$ cat config.mk
export PLATFORM = sky130hd
export DESIGN_NAME = vc_credit_handshake_adapter
export DESIGN_NICKNAME = d
export VERILOG_FILES = /design/src/rtl/vc_credit_adapter_pkg.sv /design/src/rtl/vc_credit_counter.sv /design/src/rtl/vc_credit_handshake_adapter.sv
export SDC_FILE = /design/constraint.sdc
export NUM_CORES = 1
export LEC_CHECK = 0
export ABC_AREA = 1
export BUFFER_PORTS_ARGS = -buffer_cell sky130_fd_sc_hd__buf_2
export CAP_MARGIN = 40
export CORE_ASPECT_RATIO = 0.75
export CORE_MARGIN = 2
export CORE_UTILIZATION = 52
export DETAILED_ROUTE_END_ITERATION = 8
export GPL_ROUTABILITY_DRIVEN = 0
export PLACE_DENSITY = 0.93
export REMOVE_ABC_BUFFERS = 1
export SETUP_SLACK_MARGIN = 0.4
export SLEW_MARGIN = 30
export SYNTH_ARGS = -nofsm -noshare
export SYNTH_HDL_FRONTEND = slang
export SYNTH_SLANG_ARGS = --single-unit
export TNS_END_PERCENT = 30
$ cat constraint.sdc
create_clock -name clk_i -period 5.85 [get_ports clk_i]
set_clock_uncertainty 0.05 [all_clocks]
set_input_delay 0.8775 -clock clk_i [delete_from_list [all_inputs] [get_ports clk_i]]
set_output_delay 0.8775 -clock clk_i [all_outputs]
set_load 0.01 [all_outputs]
$ cat src/rtl/vc_credit_adapter_pkg.sv
// rtl/vc_credit_adapter_pkg.sv - shared helpers and types for the VC credit handshake adapter
package vc_credit_adapter_pkg;

    localparam int MAX_VCS = 64;

    // Per-VC bit vector template; users truncate it to their own VC count.
    typedef logic [MAX_VCS-1:0] credit_vec_t;

    function automatic int credit_width(input int max_credits);
        return (max_credits < 1) ? 1 : $clog2(max_credits + 1);
    endfunction

    // Ids beyond MAX_VCS shift out and yield an all-zero mask.
    function automatic credit_vec_t vc_onehot(input int unsigned id);
        return credit_vec_t'(1) << id;
    endfunction

endpackage

$ cat src/rtl/vc_credit_counter.sv
// rtl/vc_credit_counter.sv - per-VC saturating credit counter with sticky overflow flag
module vc_credit_counter
    import vc_credit_adapter_pkg::*;
#(
    parameter int MaxCredits = 8,
    parameter int CountWidth = credit_width(MaxCredits)
) (
    input  logic                  clk_i,
    input  logic                  rst_i,
    input  logic                  inc,
    input  logic                  dec,
    output logic [CountWidth-1:0] count,
    output logic                  nonzero,
    output logic                  overflow
);

    localparam logic [CountWidth-1:0] FULL = CountWidth'(MaxCredits);

    // A same-cycle credit and accept cancel out, so neither saturation nor underflow applies.
    always_ff @(posedge clk_i or posedge rst_i) begin
        if (rst_i) begin
            count    <= FULL;
            overflow <= 1'b0;
        end else if (inc && !dec) begin
            if (count == FULL) begin
                overflow <= 1'b1;
            end else begin
                count <= count + 1'b1;
            end
        end else if (dec && !inc && (count != '0)) begin
            count <= count - 1'b1;
        end
    end

    assign nonzero = (count != '0);

endmodule

$ cat src/rtl/vc_credit_handshake_adapter.sv
// rtl/vc_credit_handshake_adapter.sv - valid/ready source port to credit-based one-hot VC NoC port
module vc_credit_handshake_adapter
    import vc_credit_adapter_pkg::*;
#(
    parameter int DataWidth               = 64,
    parameter int NumberOfVirtualChannels = 4,
    parameter int VirtualChannelIdWidth   = (NumberOfVirtualChannels > 1) ? $clog2(NumberOfVirtualChannels) : 1,
    parameter int MaxCredits              = 8
) (
    input  logic                                                        clk_i,
    input  logic                                                        rst_i,
    input  logic                                                        valid_i,
    output logic                                                        ready_o,
    input  logic [VirtualChannelIdWidth-1:0]                            virtual_channel_id_i,
    input  logic [DataWidth-1:0]                                        data_i,
    output logic [DataWidth-1:0]                                        data_o,
    output logic [NumberOfVirtualChannels-1:0]                          valid_o,
    input  logic [NumberOfVirtualChannels-1:0]                          credit_i,
    output logic [NumberOfVirtualChannels*credit_width(MaxCredits)-1:0] credits_o,
    output logic                                                        credit_overflow_o
);

    localparam int CountWidth = credit_width(MaxCredits);

    logic [NumberOfVirtualChannels-1:0] id_onehot;
    logic [NumberOfVirtualChannels-1:0] vc_nonzero;
    logic [NumberOfVirtualChannels-1:0] vc_overflow;
    logic [NumberOfVirtualChannels-1:0] vc_dec;
    logic                               accept;

    // Out-of-range ids lose their bit in the truncation, which forces ready low.
    assign id_onehot = NumberOfVirtualChannels'(vc_onehot(32'(virtual_channel_id_i)));
    assign ready_o   = |(id_onehot & vc_nonzero);
    assign accept    = valid_i && ready_o;
    assign vc_dec    = accept ? id_onehot : '0;

    for (genvar v = 0; v < NumberOfVirtualChannels; v++) begin : g_vc
        vc_credit_counter #(
            .MaxCredits (MaxCredits),
            .CountWidth (CountWidth)
        ) u_counter (
            .clk_i    (clk_i),
            .rst_i    (rst_i),
            .inc      (credit_i[v]),
            .dec      (vc_dec[v]),
            .count    (credits_o[v*CountWidth +: CountWidth]),
            .nonzero  (vc_nonzero[v]),
            .overflow (vc_overflow[v])
        );
    end

    assign credit_overflow_o = |vc_overflow;

    always_ff @(posedge clk_i or posedge rst_i) begin
        if (rst_i) begin
            valid_o <= '0;
            data_o  <= '0;
        end else begin
            valid_o <= vc_dec;
            if (accept) begin
                data_o <= data_i;
            end
        end
    end

endmodule
Word-level counts from Yosys, hierarchy flattened

Cells that the tools add are included.

Register bits after elaboration: 88

Add/subtract/negate cells: 8
Equality and inequality tests: 8
Shift-type cells: 1
Multiplexer cells: 13
Bitwise logic cells: 1
Reductions and logical operators: 39

Operators with widths:

| kind                  | count |
|---|---|
| $mux W4               | 13 |
| $add A4 B1 Y4 const B | 4 |
| $eq A4 B4 Y1 const B  | 4 |
| $reduce_and A2 Y1     | 8 |
| $reduce_bool A4 Y1    | 4 |
| $sub A4 B1 Y4 const B | 4 |
| $logic_and A1 B1 Y1   | 13 |
| $logic_not A1 Y1      | 8 |
| $ne A2 B2 Y1 const B  | 4 |
| $reduce_bool A2 Y1    | 4 |
| $reduce_or A4 Y1      | 2 |
| $and A4 B4 Y4         | 1 |
| $shl A1 B2 Y4 const A | 1 |

Depth between registers and ports, before layout

Depth in word-level cells: 9
Depth in mapped cells: 17
Depth with buffers taken out: 17

By module

Synthesis repeated with hierarchy kept, for this count alone.

Cells, all modules: 493
Area total of the unflattened synthesis: 4217.8 um2

By module, submodules not included:

| module                      | instances | cells an instance | area each (um2) |
|---|---|---|---|
| vc_credit_handshake_adapter | 1         | 305               | 2726.4 |
| vc_credit_counter           | 4         | 47                | 372.9 |

Least setup slack after synthesis

Ideal clock, no wire load.

Path type: in2reg
Start: input virtual_channel_id_i[1]
End: register g_vc[2].u_counter.count[3]
Library setup time: 76 ps
Data arrival time: 2376 ps
Data required time: 5724 ps
Path slack: 3348 ps
Stages on the path: 17
Path buffers: 0
Cells stage by stage: inv_1 nor2_1 nand2_1 nand2_1 inv_2 nand2_4 nand3_1 nand2_1 ha_1 nand2_1 nand2_1 a31oi_1 inv_1 nand2_1 nand3_1 nand2_1 nand2_1

Word-level cells in the longest chain between the ends: 9
Elaborated cells on any way between the ends: 13

Ends and longest elaborated chain:

| what                                                                       | line                                             | source |
|---|---|---|
| start: declaration                                                         | vc_credit_handshake_adapter.sv:14                | `input logic [VirtualChannelIdWidth-1:0] virtual_channel_id_i,` |
| $shl A1 B2 Y4 *                                                            | vc_credit_adapter_pkg.sv:15                      | `return credit_vec_t'(1) << id;` |
| $and A4 B4 Y4 *                                                            | vc_credit_handshake_adapter.sv:33                | `assign ready_o = \|(id_onehot & vc_nonzero);` |
| $reduce_or A4 Y1 *                                                         | vc_credit_handshake_adapter.sv:33                |  |
| via ready_o                                                                | vc_credit_handshake_adapter.sv:13                | `output logic ready_o,` |
| $logic_and A1 B1 Y1 *                                                      | vc_credit_handshake_adapter.sv:34                | `assign accept = valid_i && ready_o;` |
| $mux W4 *                                                                  | vc_credit_handshake_adapter.sv:35                | `assign vc_dec = accept ? id_onehot : '0;` |
| $logic_not A1 Y1 / $logic_and A1 B1 Y1 (equally long branches)             | vc_credit_counter.sv:24, vc_credit_counter.sv:30 |  |
| $logic_and A1 B1 Y1, on equally long branches                              | vc_credit_counter.sv:24, vc_credit_counter.sv:30 |  |
| $ne A2 B2 Y1 (no source line) / $reduce_bool A2 Y1 (equally long branches) | --                                               |  |
| $reduce_and A2 Y1 (no source line)                                         | --                                               |  |
| end signal: assignment                                                     | vc_credit_counter.sv:28                          | `count <= count + 1'b1;` |
| end signal: assignment                                                     | vc_credit_counter.sv:31                          | `count <= count - 1'b1;` |
| end: declaration                                                           | vc_credit_counter.sv:12                          | `output logic [CountWidth-1:0] count,` |

The timed path passes the listed nets; every way through them passes the cells marked *.
A chain may end at the register's enable or synchronous reset.

Worst setup path after layout

Start: input virtual_channel_id_i[1]
End: register data_o[19]

Word-level cells in the longest chain between the ends: 4

Ends and longest elaborated chain:

| what                   | line                              | source |
|---|---|---|
| $shl A1 B2 Y4          | vc_credit_adapter_pkg.sv:15       |  |
| $and A4 B4 Y4          | vc_credit_handshake_adapter.sv:33 |  |
| $reduce_or A4 Y1       | vc_credit_handshake_adapter.sv:33 |  |
| $logic_and A1 B1 Y1    | vc_credit_handshake_adapter.sv:34 |  |
| end signal: assignment | vc_credit_handshake_adapter.sv:61 | `data_o <= data_i;` |
| end: declaration       | vc_credit_handshake_adapter.sv:16 | `output logic [DataWidth-1:0] data_o,` |

Every way passes these cells.

==> flow_metrics.env <==
export IMPL_reg2reg_to="data_o[19]"
export IMPL_via_per_inst=4.94
export IMPL_grt_max_degree=89
export IMPL_detail_route_antenna_nets=0
export IMPL_r2r_cells=9
export IMPL_grt_pass1_wl_mm=14.8
export IMPL_setup_viol_count_final=0
export IMPL_r2r_start="g_vc[1].u_counter.count[1]"
export IMPL_post_route_period_util_pct=45.4
export IMPL_rsz0062_at_grt="false"
export IMPL_relSlewSlack_pct=59.3
export IMPL_peakVddDrop_mv=0.215
export IMPL_io_pins=159
export IMPL_htreeDepth=3
export IMPL_antenna_cells=0
export IMPL_root_buffer="clkbuf_8"
export IMPL_cts_tree="built"
export IMPL_synth_top_flop_cell="dfrtp_1"
export IMPL_coreArea_um2=7430
export IMPL_ctsHoldBuffers=0
export IMPL_yosysSeqAreaShare_pct=54.7
export IMPL_synth_top_area_share_pct=52.1
export IMPL_holdPathEnd="g_vc[2].u_counter.overflow"
export IMPL_drive_gt1_share_pct=54.8
export IMPL_pwr_density_cell_nw_per_um2=433
export IMPL_whs_path_depth=2
export IMPL_syn_area_um2=4040
export IMPL_synthArstFlopShare_pct=100
export IMPL_nets=545
export IMPL_worst_pin_slew_ns=0.610
export IMPL_netlist_instances=294
export IMPL_critical_path_required_ns=6.04
export IMPL_grt_ovfl_total=0
export IMPL_cp_start_kind="primary input"
export IMPL_clkSinkCount=88
export IMPL_tns_ns=0
export IMPL_combPwrFrac_pct=39.6
export IMPL_synth_area_leaders="dfrtp_1, mux2_4, nand2_1"
export IMPL_worstPathMaxFanout=33
export IMPL_fillers=531
export IMPL_synth_distinct_cells=24
export IMPL_clockBufferDepth=2
export IMPL_switching_share_pct=35.8
export IMPL_end_kind="register"
export IMPL_seqPwrFrac_pct=43.3
export IMPL_r2r_slack_ns=3.24
export IMPL_total_power_mw=2.21
export IMPL_dieHeight_um=80.3
export IMPL_detail_route_wl_per_cell_um=16.0
export IMPL_area_delta_synth_final_pct=26.5
export IMPL_synth_edf_count=0
export IMPL_drt_iter0_markers=143
export IMPL_dp_hpwl_mm=6.65
export IMPL_min_from="g_vc[2].u_counter.overflow"
export IMPL_ctsResizeCount=0
export IMPL_syn_area_per_cell_um2=13.7
export IMPL_yosys_area_top_type="dfrtp_1"
export IMPL_cts_setup_buffers=0
export IMPL_clock_latency_ns=0.34
export IMPL_crit_type="in2reg"
export IMPL_drv_slew=0
export IMPL_die_w_um=106
export IMPL_outcome="complete, no violations"
export IMPL_track_usage_pct=22.4
export IMPL_synth_seq_cells=88
export IMPL_io_buffers=158
export IMPL_clockPowerShare_pct=17.1
export IMPL_arrival_ns=2.85
export IMPL_via_count=2798
export IMPL_power_leakage_nw=2.79
export IMPL_hold_viol_final=0
export IMPL_dieArea_um2=8490
export IMPL_ys_warn_count=0
export IMPL_floorplan_initialDensity_pct=54.3
export IMPL_netSwitchingPower_uw=792
export IMPL_grt_pass1_vias=2873
export IMPL_drcViolationCount=0
export IMPL_dr_pass1_iters=5
export IMPL_path_clk_slew_ns=0.10
export IMPL_core_rowCount=27
export IMPL_fin_crit_ns=2.66
export IMPL_drv_cap=0
export IMPL_hold_path_class="reg2reg"
export IMPL_internal_power_mw=1.42
export IMPL_fmax_ghz=0.376
export IMPL_numCtsBuffers=9
export IMPL_wl_mm=9.06
export IMPL_antenna_found_initial=0
==> sequential cells by signal, summed over array words and instances, names as in the netlist <==
name                     flops
valid_o                      4
g_vc.u_counter.overflow      4
g_vc.u_counter.count        16
data_o                      64
==> Yosys cell counts, types with 4 or more instances <==
library cell  number
xor2_1             8
dfstp_2            4
buf_6              6
mux2_4            60
ha_1               8
inv_1             23
dfrtp_1           84
o21ai_0            7
nand3_1           16
nand2_1           32
nor2_1            12
fa_1               4
mux2_2             7
==> power groups by stage <==
stage / Combinational, mW / Sequential, mW / Clock, mW
6_report: 0.877 / 0.958 / 0.378
5_1_grt: 0.961 / 0.985 / 0.419
4_1_cts: 0.885 / 0.956 / 0.390
3_5_place_dp: 0.880 / 0.966 / 0
3_3_place_gp: 0.841 / 0.951 / 0
2_1_floorplan: 0.482 / 1.03 / 0
==> layout make-up <==
| type | instances | area [µm²] | area share (%) |
|---|---|---|---|
| Sequential cell | 88 | 2210 | 43.2 |
| Multi-Input combinational cell | 176 | 1670 | 32.7 |
| Timing Repair Buffer | 161 | 830 | 16.2 |
| Clock buffer | 10 | 128 | 2.50 |
| Tap cell | 101 | 126 | 2.48 |
| Inverter | 24 | 91.3 | 1.79 |
| Clock inverter | 6 | 51.3 | 1.00 |
==> kinds of logic after synthesis <==
| logic type | after synthesis | synth area share [%] |
|---|---|---|
| AOI/OAI and AO/OA | 18 | 2.73 |
| xor gates and xnor gates | 11 | 2.39 |
| adders and majority gates | 12 | 4.46 |
| buffers and inverters | 30 | 3.91 |
| DFF | 88 | 54.7 |
| muxes | 67 | 24.3 |
| and+or+nand+nor | 68 | 7.56 |
==> how the worst max path moves through the flow <==
| stage | startpoint | to | slack (ns) | cells past startpoint |
|---|---|---|---|---|
| 4_1_cts | virtual_channel_id_i[1] | data_o[16] | 3.21 | 10 |
| 3_3_place_gp | virtual_channel_id_i[1] | data_o[16] | 2.90 | 10 |
| 2_1_floorplan | rst_i | data_o[0] | 2.65 | 1 |
| 5_1_grt | virtual_channel_id_i[1] | g_vc[2].u_counter.count[3] | 3.05 | 17 |
| 3_5_place_dp | virtual_channel_id_i[1] | data_o[16] | 2.81 | 10 |
| 6_report | virtual_channel_id_i[1] | data_o[19] | 3.19 | 10 |
==> critical path: stages <==
cell and delay [ns]:
buf_2 0.12, inv_1 0.05, nor2_1 0.05, nand2_1 0.08
nand2_1 0.07, inv_2 0.06, nand2_4 0.07, nand2_4 0.44
buf_4 0.60, mux2_2 0.41
==> placed cells by master (no fill, tap or decap), types with 4 or more instances in the layout <==
cell type,netlist,final
buf_2,0,158
dfrtp_1,84,84
mux2_4,60,60
nand2_1,32,32
inv_1,23,22
nand3_1,16,16
nor2_1,12,12
clkbuf_8,0,9
xor2_1,8,8
ha_1,8,8
o21ai_0,7,7
mux2_2,7,7
fa_1,4,4
dfstp_2,4,4
==> metrics by stage <==
stage	instances	hold WS, ns	instance area (µm²)	worst slack (ns)	utilization (%)
floorplan	288	0.377	3970	2.65	-
global placement	549	0.395	4900	2.90	66.0
detailed placement	549	0.404	4910	2.81	66.0
CTS	565	0.425	5080	3.21	68.4
global route	566	0.461	5100	3.05	68.7
finish	566	0.418	5100	3.19	68.7
==> layer usage <==
layer | up-vias | track usage, % | wire [µm]
li1 | 1313 | - | -
met1 | 1369 | 29.4 | 3930
met2 | 108 | 37.1 | 4450
met3 | 8 | 6.17 | 636
met4 | 0 | 5.92 | 52
met5 | - | 0 | 0
Note: power is estimated with default switching activity, not from simulation.
